**src/rtl/gray_conv_arbiter.sv**
```systemverilog
// Round-robin arbiter sharing one Gray<->binary converter across NREQ requesters.
// Optional macro GRAY_CONV_ARB_STATS_EN builds a saturating completed-transaction counter on done_cnt.
module gray_conv_arbiter #(
   parameter int  WIDTH = 4,
   parameter int  NREQ  = 4,
   localparam int IDW   = $clog2(NREQ)
) (
   input  logic                  clk,
   input  logic                  rst,
   input  logic [NREQ-1:0]       req,
   input  logic [NREQ-1:0]       req_mode,
   input  logic [NREQ*WIDTH-1:0] req_data,
   output logic [NREQ-1:0]       gnt,
   output logic                  rsp_valid,
   input  logic                  rsp_ready,
   output logic [IDW-1:0]        rsp_id,
   output logic [WIDTH-1:0]      rsp_data,
   output logic                  busy,
   output logic [7:0]            done_cnt
);

   typedef enum logic [1:0] {IDLE, CONV, RESP} state_t;

   state_t           state, state_nxt;
   logic [IDW-1:0]   ptr, win_idx, sel_idx;
   logic             win_mode;
   logic [WIDTH-1:0] win_data, conv_res, res_q;
   logic             handshake;

   function automatic logic [WIDTH-1:0] gray2bin(input logic [WIDTH-1:0] g);
      logic [WIDTH-1:0] b;
      b[WIDTH-1] = g[WIDTH-1];
      for (int i = WIDTH-2; i >= 0; i--) b[i] = b[i+1] ^ g[i];
      return b;
   endfunction

   assign handshake = (state == RESP) && rsp_ready;

   // Scan from the top down so the lowest offset from ptr wins; NREQ is a power of two, so the sum wraps.
   always_comb begin
      sel_idx = ptr;
      for (int k = NREQ-1; k >= 0; k--) begin
         if (req[ptr + k[IDW-1:0]]) sel_idx = ptr + k[IDW-1:0];
      end
   end

   always_comb begin
      conv_res = '0;
      if (win_mode) conv_res = win_data ^ (win_data >> 1);
      else          conv_res = gray2bin(win_data);
   end

   always_comb begin
      state_nxt = state;
      case (state)
         IDLE:    if (|req) state_nxt = CONV;
         CONV:    state_nxt = RESP;
         RESP:    if (rsp_ready) state_nxt = IDLE;
         default: state_nxt = IDLE;
      endcase
   end

   always_ff @(posedge clk or posedge rst) begin
      if (rst) begin
         state    <= IDLE;
         ptr      <= '0;
         win_idx  <= '0;
         win_mode <= 1'b0;
         win_data <= '0;
         res_q    <= '0;
      end else begin
         state <= state_nxt;
         if (state == IDLE && |req) begin
            win_idx  <= sel_idx;
            win_mode <= req_mode[sel_idx];
            win_data <= req_data[sel_idx*WIDTH +: WIDTH];
         end
         if (state == CONV) res_q <= conv_res;
         if (handshake)     ptr   <= win_idx + 1'b1;
      end
   end

   always_comb begin
      gnt = '0;
      if (state == CONV) gnt[win_idx] = 1'b1;
   end

   // Response fields are forced to zero outside RESP so stale results never leak.
   assign rsp_valid = (state == RESP);
   assign rsp_id    = rsp_valid ? win_idx : '0;
   assign rsp_data  = rsp_valid ? res_q : '0;
   assign busy      = (state != IDLE);

`ifdef GRAY_CONV_ARB_STATS_EN
   always_ff @(posedge clk or posedge rst) begin
      if (rst)                                done_cnt <= '0;
      else if (handshake && done_cnt != 8'hFF) done_cnt <= done_cnt + 8'd1;
   end
`else
   assign done_cnt = 8'd0;
`endif

endmodule
```
**config.mk**
```make
export PLATFORM = sky130hd
export DESIGN_NAME = gray_conv_arbiter
export DESIGN_NICKNAME = d
export VERILOG_FILES = /design/src/rtl/gray_conv_arbiter.sv
export SDC_FILE = /design/constraint.sdc
export NUM_CORES = 1
export LEC_CHECK = 0
export CORE_ASPECT_RATIO = 0.7
export CORE_MARGIN = 1.5
export CORE_UTILIZATION = 44
export CTS_CLUSTER_DIAMETER = 60
export DETAILED_ROUTE_END_ITERATION = 12
export PLACE_DENSITY = 0.84
export SYNTH_ARGS = -nofsm -noshare
export SYNTH_HDL_FRONTEND = slang
export SYNTH_SLANG_ARGS = --single-unit
```
**constraint.sdc**
```tcl
create_clock -name clk -period 3.3 [get_ports clk]
set_clock_uncertainty 0.2 [all_clocks]
set_input_delay 0.66 -clock clk [delete_from_list [all_inputs] [get_ports clk]]
set_output_delay 0.66 -clock clk [all_outputs]
set_load 0.01 [all_outputs]
```
==> results by group, run 1 <==
Yosys
  – Post-synth cell types: 29
  – Sequential cell area fraction in the yosys report: 0.365
  – Synth top area share: 0.365
  – Largest area contributor in the netlist: dfrtp_1
  – Cell count after synthesis: 110
  – Top post-synthesis cells by area: dfrtp_1, mux2i_1, buf_4
  – YS warnings: 0
  – Synthesized flop and latch total: 15
  – Average size of a mapped cell: 9.36 um2
  – Post-Syn Area: just over 0.001 mm2

Routing
  – Drt total wl: roughly 2.3 mm
  – ANT nets after route: 0
  – Avg Vias per Cell: around 4.8
  – Via count: around 870
  – TritonRoute pass-1 iters: 4
  – DRC: 0
  – Wire per inst: ~13 um
  – Drt first-iter violations: 8

Global routing
  – First-pass GRT wire length: between 3 and 4 mm
  – Most crowded layer after global routing: met2
  – Routing usage on met1: 0.212
  – Global Route met3 Usage: 0.0627
  – Largest net degree at the start of global routing: 16
  – Total GRT Usage: 0.194
  – Routing usage on met2: 0.366
  – Vias in the first global route: ~810
  – Initial antenna violation count: 0
  – Grt ovf: 0

Pwr
  – Peak supply drop: 0.000270 V
  – PnR Total Power: 1.06 mW
  – P per Cell Area: 747 mW/mm2
  – Leak Pwr: ~0.64 nW

STA
  – Count of final setup violators: 0
  – Setup TNS: 0 ps
  – Tcrit/Tclk final: 0.800
  – FMAX: between 0.3 and 0.4 GHz
  – Measured slew at the worst slew-check pin: roughly 570 ps
  – Relative slew slack: 0.621
  – RSZ-0062 raised after global routing: false
  – Final min period: between 2000 and 3000 ps
  – Slew Viols, Final: 0
  – Final hold vios: 0

Finish
  – Post-route cell area: between 0.001 and 0.0015 mm2
  – Area Growth Syn to Fin: 37.8%
  – Fin nets: ~180
  – FILL cells: between 200 and 250
  – ANT cells: 0
  – Share of post-route cells with drive strength above 1: 0.0470

Clocking
  – Resize count post-CTS: 0
  – Post CTS Setup Buffer Count: 0
  – Hold Buf Count CTS: 0
  – Clock Root Buffer: clkbuf_4
  – Cts bufs inserted: 3
  – Clock Latency Late Sink: between 200 and 300 ps
  – H-tree Lvls: 1
  – CTS Buffer Depth: 2
  – CTS tree: done
  – Clock sinks: 15
  – Clk slew on worst S/H paths: ~90 ps

Floorplan
  – I/O pin total: 47
  – Core Rows: 14
  – Die Wd: approximately 61 um
  – CORE AREA: 0.00217 mm2
  – Die area: approximately 0.0026 mm2
  – Initial core utilization: 0.474
  – DIE HEIGHT: around 43 um

Worst setup path
  – Crit path capture type: output pin
  – Worst Path Required: 2440 ps
  – CP arrival: between 1500 and 2000 ps
  – Startpoint types: flip-flop
  – CP Class: reg2out
  – CP Max Fanout: 7

Placement
  – Placed Area: about 0.0014 mm2
  – Port Buffers: 38
  – Post-DP HPWL: approximately 1.9 mm
  – Gpl congestion: roughly 0.77

Worst hold path
  – Worst min path class: reg2reg

Run
  – Maxcap violations: 0

Run status
  – Status: completed
through the flow:
step                instances  hold slack [ps]   util  worst slack [ps]
floorplan                 117              238      -              1160
global placement          177              254  0.641               568
detailed placement        177              263  0.641               457
CTS                       181              285  0.653               645
global route              181              308  0.653               492
finish                    181              277  0.653               659
path summary, 6_finish.rpt:
kind,to,from,slack (ps),depth (start not counted)
hold reg to reg,res_q[3],res_q[3],280,2
setup reg to reg,win_data[3],ptr[1],1270,5
min in group asynchronous,win_data[3],rst,520,2
max in group asynchronous,state[1],rst,2000,2
hold / removal,res_q[3],res_q[3],280,2
setup / recovery,rsp_data[1],state[0],660,3
report_power, final:
part / leakage, nW / total (mW) / switching (mW) / internal, mW
combinational: 0.442 / 0.598 / 0.297 / 0.301
sequential: 0.185 / 0.358 / 0.0811 / 0.277
clock: 0.0150 / 0.104 / 0.0575 / 0.0469
total: 0.642 / 1.06 / 0.435 / 0.625
cells in the final DEF, fill, tap and decap left out, types with 2 or more instances in the layout:
| cell | n |
|---|---|
| mux2i_1 | 10 |
| or2_1 | 2 |
| clkdlybuf4s50_1 | 38 |
| o21ai_0 | 3 |
| xnor2_1 | 3 |
| nand2_1 | 14 |
| clkbuf_4 | 3 |
| xor2_1 | 2 |
| and2_1 | 8 |
| nor2_1 | 5 |
| o221ai_1 | 6 |
| o21ai_1 | 5 |
| ha_1 | 4 |
| inv_1 | 5 |
| dfrtp_1 | 15 |
| nor2b_1 | 6 |
| conb_1 | 8 |
routing by layer:
| layer | vias to the layer above | wire, um |
|---|---|---|
| li1 | 434 | - |
| met1 | 395 | 961 |
| met2 | 36 | 1230 |
| met3 | 0 | 138 |
| met4 | 0 | 0 |
| met5 | - | 0 |
logic make-up after synthesis:
group	share of synthesized area
other cells	0.00364
xor+xnor	0.0425
mux	0.119
flops	0.365
buf+inv	0.103
fa+ha+maj	0.0486
simple gates	0.208
compound gates	0.111
sequential cells by signal, indices dropped and copies added, names as in the netlist:
register / flops
res_q: 4
state: 2
win_mode: 1
ptr: 2
win_idx: 2
win_data: 4
critical path, stage by stage (launching register included):
cell             delay [ps]
dfrtp_1                 410
nor2b_1                 360
and2_1                  200
clkdlybuf4s50_1         530
cells in the mapped netlist, drive strengths merged:
master / instances
or2: 2
o221ai: 6
dfrtp: 15
and2: 8
mux2: 2
clkbuf: 1
nor2: 5
xor2: 2
xnor2: 3
or4: 1
a21oi: 1
o21ai: 8
inv: 6
mux2i: 10
buf: 9
nand2b: 1
a21o: 1
ha: 4
nor3: 1
nand2: 15
conb: 1
nor2b: 6
and3b: 1
a2bb2oi: 1
layout make-up:
type	count	area (um2)	share of cell area
tap	32	40.0	0.0282
multi-input combinational	86	574	0.405
timing repair buffer	38	380	0.268
clock buffer	4	26.3	0.0185
inverter	6	22.5	0.0159
sequential	15	375	0.265
Note: power is estimated with default switching activity, not from simulation.
==> run 2, diff against run 1 <==
--- a/config.mk
+++ b/config.mk
@@ -7,10 +7,10 @@
 export LEC_CHECK = 0
 export CORE_ASPECT_RATIO = 0.7
 export CORE_MARGIN = 1.5
-export CORE_UTILIZATION = 44
+export CORE_UTILIZATION = 37
 export CTS_CLUSTER_DIAMETER = 60
 export DETAILED_ROUTE_END_ITERATION = 12
-export PLACE_DENSITY = 0.84
+export PLACE_DENSITY = 0.76
 export SYNTH_ARGS = -nofsm -noshare
 export SYNTH_HDL_FRONTEND = slang
 export SYNTH_SLANG_ARGS = --single-unit
==> constraint.sdc (replaced) <==
create_clock -name clk -period 2.2 [get_ports clk]
set_clock_uncertainty 0.2 [all_clocks]
set_input_delay 0.44 -clock clk [delete_from_list [all_inputs] [get_ports clk]]
set_output_delay 0.44 -clock clk [all_outputs]
set_load 0.01 [all_outputs]
==> run 2 against run 1 <==
  * Non-clock buffer count up 9
  * Clock power grew 120%
  * Combinational power rose by 64%
  * Total power grew 66%
  * Via count up 9.8%
  * Largest power group unchanged
==> results by group, run 2 (synthesis results as in run 1) <==
STA
  – Final hold vios: 0 (unchanged)
  – Tcrit/Tclk final: 0.965
  – Slew Viols, Final: 0 (unchanged)
  – Measured slew at the worst slew-check pin: 558 ps (-9.52 ps)
  – Relative slew slack: 0.627 (+0.00636)
  – RSZ-0062 raised after global routing: false
  – Final hold slack: 278 ps (+1.35 ps)
  – Worst setup margin: 76.1 ps (-583 ps)
  – Final min period: roughly 2100 ps
  – FMAX: approximately 0.47 GHz
  – Count of final setup violators: 0 (unchanged)
  – Setup TNS: 0 ps (unchanged)

Run status
  – Status: completed

Finish
  – Commonest non-fill, non-tap cell in the layout: clkdlybuf4s50_1
  – Share of post-route cells with drive strength above 1: 0.138 (+0.0914)
  – FILL cells: 234 (+7.3%)
  – Final Non-Filler Cells: 193 (+6.6%)
  – Post-route cell area: 0.00155 mm2 (+9.1%)
  – Area Growth Syn to Fin: 50.3%
  – Top flop regs: res_q: 4 flops, win_data: 4 flops
  – Final design utilization: 0.606 (-0.0469)
  – ANT cells: 0 (unchanged)
  – Most frequent cells in the layout: clkdlybuf4s50_1, dfrtp_1, nand2_1
  – Fin nets: 191 (+5.5%)

Worst setup path
  – R2r setup slk: 130 ps (-1140 ps)
  – CP Class: in2reg
  – CP Max Fanout: 6 (-1)
  – Cells on worst reg2reg path: 5 (unchanged)
  – Startpoint types: primary input
  – CP arrival: 2080 ps (+300 ps)
  – Worst Path Required: 2160 ps (-280 ps)
  – FF-to-FF Start: ptr[1]
  – Crit path capture type: flip-flop
  – Reg-to-Reg End: win_data[3]

Floorplan
  – CORE AREA: 0.00255 mm2 (+18%)
  – Die area: 0.00311 mm2 (+18%)
  – Initial core utilization: 0.403 (-0.0706)
  – I/O pin total: 47 (unchanged)
  – Core Rows: 15 (+1)
  – Die Wd: 66.1 um (+8.6%)
  – DIE HEIGHT: 47.1 um (+8.4%)

Placement
  – Post-Place Worst Slack: -311 ps (-768 ps)
  – Gpl congestion: 0.798 (+3.9%)
  – Placed Cells: 187 (+5.6%)
  – Post-DP HPWL: 2.02 mm (+4.9%)
  – Placed Area: 0.00146 mm2 (+4.5%)
  – Port Buffers: 38 (unchanged)

Worst hold path
  – Hold depth: 2 (unchanged)
  – Hold endpoint: res_q[1]
  – Worst min path class: reg2reg
  – Hold path startpoint: res_q[1]

Clocking
  – Clk slew on worst S/H paths: 60 ps (-30 ps)
  – CTS tree: done
  – Clock sinks: 15 (unchanged)
  – Cts bufs inserted: 3 (unchanged)
  – Hold Buf Count CTS: 0 (unchanged)
  – H-tree Lvls: 1 (unchanged)
  – Clock Root Buffer: clkbuf_8
  – Clock Latency Late Sink: 250 ps (-30 ps)
  – CTS Buffer Depth: 2 (unchanged)

Routing
  – Drt first-iter violations: 55 (+47)
  – DRC: 0 (unchanged)
  – WL met3: 216 um (+57%)
  – Wire per inst: 13.3 um (+3.5%)
  – Met1 WL: 1.04 mm (+7.7%)
  – Avg Vias per Cell: 4.92 (+3.0%)
  – TritonRoute pass-1 iters: 6 (+2)
  – Via count: 950 (+9.8%)
  – Highest routed layer: met4
  – Met2 WL post-DR: 1.27 mm (+3.8%)
  – Drt total wl: 2.57 mm (+10%)
  – ANT nets after route: 0 (unchanged)

Pwr
  – Peak supply drop: 0.000406 V (+51%)
  – P per Cell Area: 1140 mW/mm2 (+53%)
  – PnR Total Power: 1.76 mW (+66%)
  – Leak Pwr: 0.829 nW (+29%)

Global routing
  – Initial antenna violation count: 0 (unchanged)
  – First-pass GRT wire length: 4.05 mm (+11%)
  – Total GRT Usage: 0.179 (-0.0149)
  – Grt ovf: 0 (unchanged)
  – Largest net degree at the start of global routing: 16 (unchanged)
  – Vias in the first global route: 937 (+15%)

Run
  – Maxcap violations: 0 (unchanged)
## run 2: cell types whose count changed in the layout (fill, tap and decap cells not counted), sizes merged
cell and delta:
clkdlybuf4s50 -14, buf +9, clkinv +1, dlygate4sd2 +8, dlymetal6s2s +6, nand2 +1
clkbuf -1
## run 2: repair_timing
item                                    CTS  global route
gates cloned                              1             0
pin swaps                                 2             0
endpoints found under the setup margin    9             9
gates resized for setup                  11             9
setup buffers                             1             0
## run 2: metal layers
metal	global-route usage	vias up
met2	0.345	41
li1	-	457
met4	0.0531	0
met3	0.0552	5
met5	0	-
met1	0.197	447
## run 2: worst max-delay path by stage
stage                              to  slack [ps]  depth (start not counted)      from
after floorplan           win_data[1]         280                          6    req[0]
after global placement    win_data[0]        -230                          6    req[3]
after detailed placement  win_data[3]        -310                          6    req[3]
after CTS                 rsp_data[3]           6                          4  state[0]
after global routing      win_data[3]          20                          7    req[2]
final                     win_data[3]          80                          7    req[2]
## run 2: area by class of cell
| type | count | area, um2 | share of cell area |
|---|---|---|---|
| clock buffers | 3 | 41.3 | 0.0267 |
| clock inverters | 1 | 5.00 | 0.00323 |
| inverters | 6 | 22.5 | 0.0146 |
| multi-input cells | 87 | 608 | 0.393 |
| flip-flops and latches | 15 | 375 | 0.243 |
| well taps | 34 | 42.5 | 0.0275 |
| repair buffers | 47 | 453 | 0.293 |
## run 2: report_power, final
part,internal (mW),leakage [nW],switching [mW]
clock,0.126,0.0255,0.104
sequential,0.416,0.185,0.135
combinational,0.494,0.619,0.489
## run 2: worst max-delay path: stages
cell	delay (ps)
clkdlybuf4s50_1	420
buf_4	150
nor2_1	150
a2bb2oi_1	170
o221ai_1	170
or2_1	340
o221ai_1	230
==> run 3, diff against run 2 <==
--- a/config.mk
+++ b/config.mk
@@ -5,12 +5,13 @@
 export SDC_FILE = /design/constraint.sdc
 export NUM_CORES = 1
 export LEC_CHECK = 0
+export CELL_PAD_IN_SITES_DETAIL_PLACEMENT = 0
+export CELL_PAD_IN_SITES_GLOBAL_PLACEMENT = 2
 export CORE_ASPECT_RATIO = 0.7
-export CORE_MARGIN = 1.5
-export CORE_UTILIZATION = 37
+export CORE_UTILIZATION = 21
 export CTS_CLUSTER_DIAMETER = 60
 export DETAILED_ROUTE_END_ITERATION = 12
-export PLACE_DENSITY = 0.76
+export PLACE_DENSITY_LB_ADDON = 0.1
 export SYNTH_ARGS = -nofsm -noshare
 export SYNTH_HDL_FRONTEND = slang
 export SYNTH_SLANG_ARGS = --single-unit
==> run 3 against run 2 <==
  * Global-route usage shrank 7.1 points
  * Die area grew 67%
  * Largest cell class unchanged
  * Via count is 4.3% lower
  * Wire length is 2.4% higher
  * Worst setup slack got worse by 7.5 ps
  * Sequential power is 3% lower
  * Total power grew 2.3%
  * Count of clock-buffer cells in the layout unchanged
  * Critical path type unchanged
==> results by group, run 3 (synthesis results as in run 1) <==
Run status
  – Status: completed

Clocking
  – Clock Latency Late Sink: 250 ps (about the same)
  – H-tree Lvls: 1 (unchanged)
  – Clock sinks: 15 (unchanged)
  – Hold Buf Count CTS: 0 (unchanged)
  – Clk slew on worst S/H paths: 70 ps (about the same)
  – Clock Root Buffer: clkbuf_8
  – Cts bufs inserted: 3 (unchanged)
  – CTS tree: done
  – CTS Buffer Depth: 2 (unchanged)

Finish
  – Post-route cell area: 0.00161 mm2 (+4.2%)
  – Share of post-route cells with drive strength above 1: 0.161 (+0.0231)
  – Commonest non-fill, non-tap cell in the layout: clkdlybuf4s50_1
  – Area Growth Syn to Fin: 56.6%
  – ANT cells: 0 (unchanged)
  – Most frequent cells in the layout: clkdlybuf4s50_1, dfrtp_1, nand2_1
  – Fin nets: 193 (+1.0%)
  – Top flop regs: res_q: 4 flops, win_data: 4 flops

Worst setup path
  – CP Max Fanout: 6 (unchanged)
  – Crit path capture type: flip-flop
  – Max incr delay on CP: 530 ps (+110 ps)
  – Worst Path Required: 2120 ps (-40 ps)
  – Cell Chain, Critical Path: clkdlybuf4s50_1 -> nor3_1 -> or4_4 -> nand2_8 -> mux2i_1 -> o221ai_1
  – CP Class: in2reg
  – CP arrival: 2050 ps (-30 ps)
  – Startpoint types: primary input
  – Worst path slowest cell: clkdlybuf4s50_1

STA
  – Final min period: 2130 ps (+7.50 ps)
  – Relative slew slack: 0.592 (-0.0359)
  – RSZ-0062 raised after global routing: false
  – FMAX: 0.469 GHz (-0.35%)
  – Final hold vios: 0 (unchanged)
  – Slew Viols, Final: 0 (unchanged)
  – Setup TNS: 0 ps (unchanged)
  – Count of final setup violators: 0 (unchanged)
  – Measured slew at the worst slew-check pin: 612 ps (+53.8 ps)
  – Tcrit/Tclk final: 0.969 (+0.00341)

Floorplan
  – I/O pin total: 47 (unchanged)
  – Initial core utilization: 0.227 (-0.176)
  – Core Rows: 20 (+5)
  – Die area: 0.00519 mm2 (+67%)
  – Die Wd: 85.7 um (+30%)
  – CORE AREA: 0.00453 mm2 (+77%)
  – DIE HEIGHT: 60.6 um (+29%)

Global routing
  – Total GRT Usage: 0.108 (-0.0709)
  – Initial antenna violation count: 0 (unchanged)
  – Largest net degree at the start of global routing: 16 (unchanged)
  – Grt ovf: 0 (unchanged)
  – First-pass GRT wire length: 4.31 mm (+6.3%)
  – Vias in the first global route: 925 (-1.3%)

Run
  – Maxcap violations: 0 (unchanged)

Placement
  – Gpl congestion: 0.740 (-7.2%)
  – Post-DP HPWL: 2.05 mm (+1.2%)
  – Port Buffers: 38 (unchanged)
  – Placed Area: 0.00150 mm2 (+3.3%)

Worst hold path
  – Worst min path class: reg2reg

Pwr
  – Sequential group share of total power: 0.297 (-0.016)
  – Combinational power share: 0.579 (+0.022)
  – PnR Total Power: 1.80 mW (+2.3%)
  – Leak Pwr: 0.817 nW (-1.4%)
  – Clk pwr share: 0.124 (-0.006)
  – Internal: 1.07 mW (+3.5%)
  – P per Cell Area: 1120 mW/mm2 (-1.9%)
  – P_sw: 732 uW (+0.46%)
  – Peak supply drop: 0.000251 V (-38%)
  – Switching Share: 0.406 (-0.00724)

Routing
  – TritonRoute pass-1 iters: 4 (-2)
  – Drt first-iter violations: 39 (-29%)
  – ANT nets after route: 0 (unchanged)
  – DRC: 0 (unchanged)
  – Drt total wl: 2.63 mm (+2.4%)
  – Wire per inst: 11.6 um (-13%)
  – Via count: 909 (-4.3%)
  – Avg Vias per Cell: 4.00 (-19%)
[run 3: metrics by stage]
stage | hold WS, ps | std cells | util | setup slack [ps]
finish | 288 | 227 | 0.356 | 68.6
global route | 331 | 227 | 0.356 | 6.82
CTS | 294 | 224 | 0.343 | 0.575
detailed placement | 277 | 220 | 0.332 | -301
global placement | 257 | 220 | 0.332 | -232
floorplan | 141 | 117 | - | 284
[run 3: area by class of cell]
class,instances,area [um2]
Multi-Input combinational cell,87,619
Inverter,6,22.5
Sequential cell,15,375
Timing Repair Buffer,49,467
Tap cell,66,82.6
Clock inverter,1,5.00
Fill cell,467,2920
Clock buffer,3,41.3
[run 3: power groups by stage]
stage	sequential [mW]	clock [mW]	combinational [mW]
global route	0.559	0.241	1.17
floorplan	0.505	0	0.661
CTS	0.533	0.239	0.996
finish	0.537	0.223	1.04
global placement	0.533	0	0.981
detailed placement	0.530	0	0.998
[run 3: worst paths after layout]
check,from,end,slack (ps),cells after the start
min in group asynchronous,rst,res_q[0],360,2
min,res_q[1],res_q[1],290,2
max in group asynchronous,rst,ptr[1],1030,2
max reg2reg,ptr[1],win_data[1],240,5
min reg2reg,res_q[1],res_q[1],290,2
max,req[2],win_data[1],70,6
[run 3: worst max-delay path, delay by kind of cell]
family | cells | cell delay, ps
buffers and inverters | 1 | 530
AND/OR/NAND/NOR | 3 | 700
AO/OA/AOI/OAI | 1 | 150
multiplexers | 1 | 220
[run 3: per-layer routing]
layer	global-route usage	routed length, um	part of all wire	vias up
met5	0	0	0	-
met3	0.0245	116	0.044	2
met1	0.127	1190	0.45	417
met2	0.203	1300	0.49	32
li1	-	-	-	458
met4	0.0333	25	0.0095	0
[run 3: what timing repair did]
| item | 4_1_cts | 5_1_grt |
|---|---|---|
| cloned | 0 | 1 |
| pin swaps | 0 | 2 |
| setup endpoints to repair | 14 | 8 |
| setup buffers | 0 | 2 |
| resized for setup | 11 | 10 |
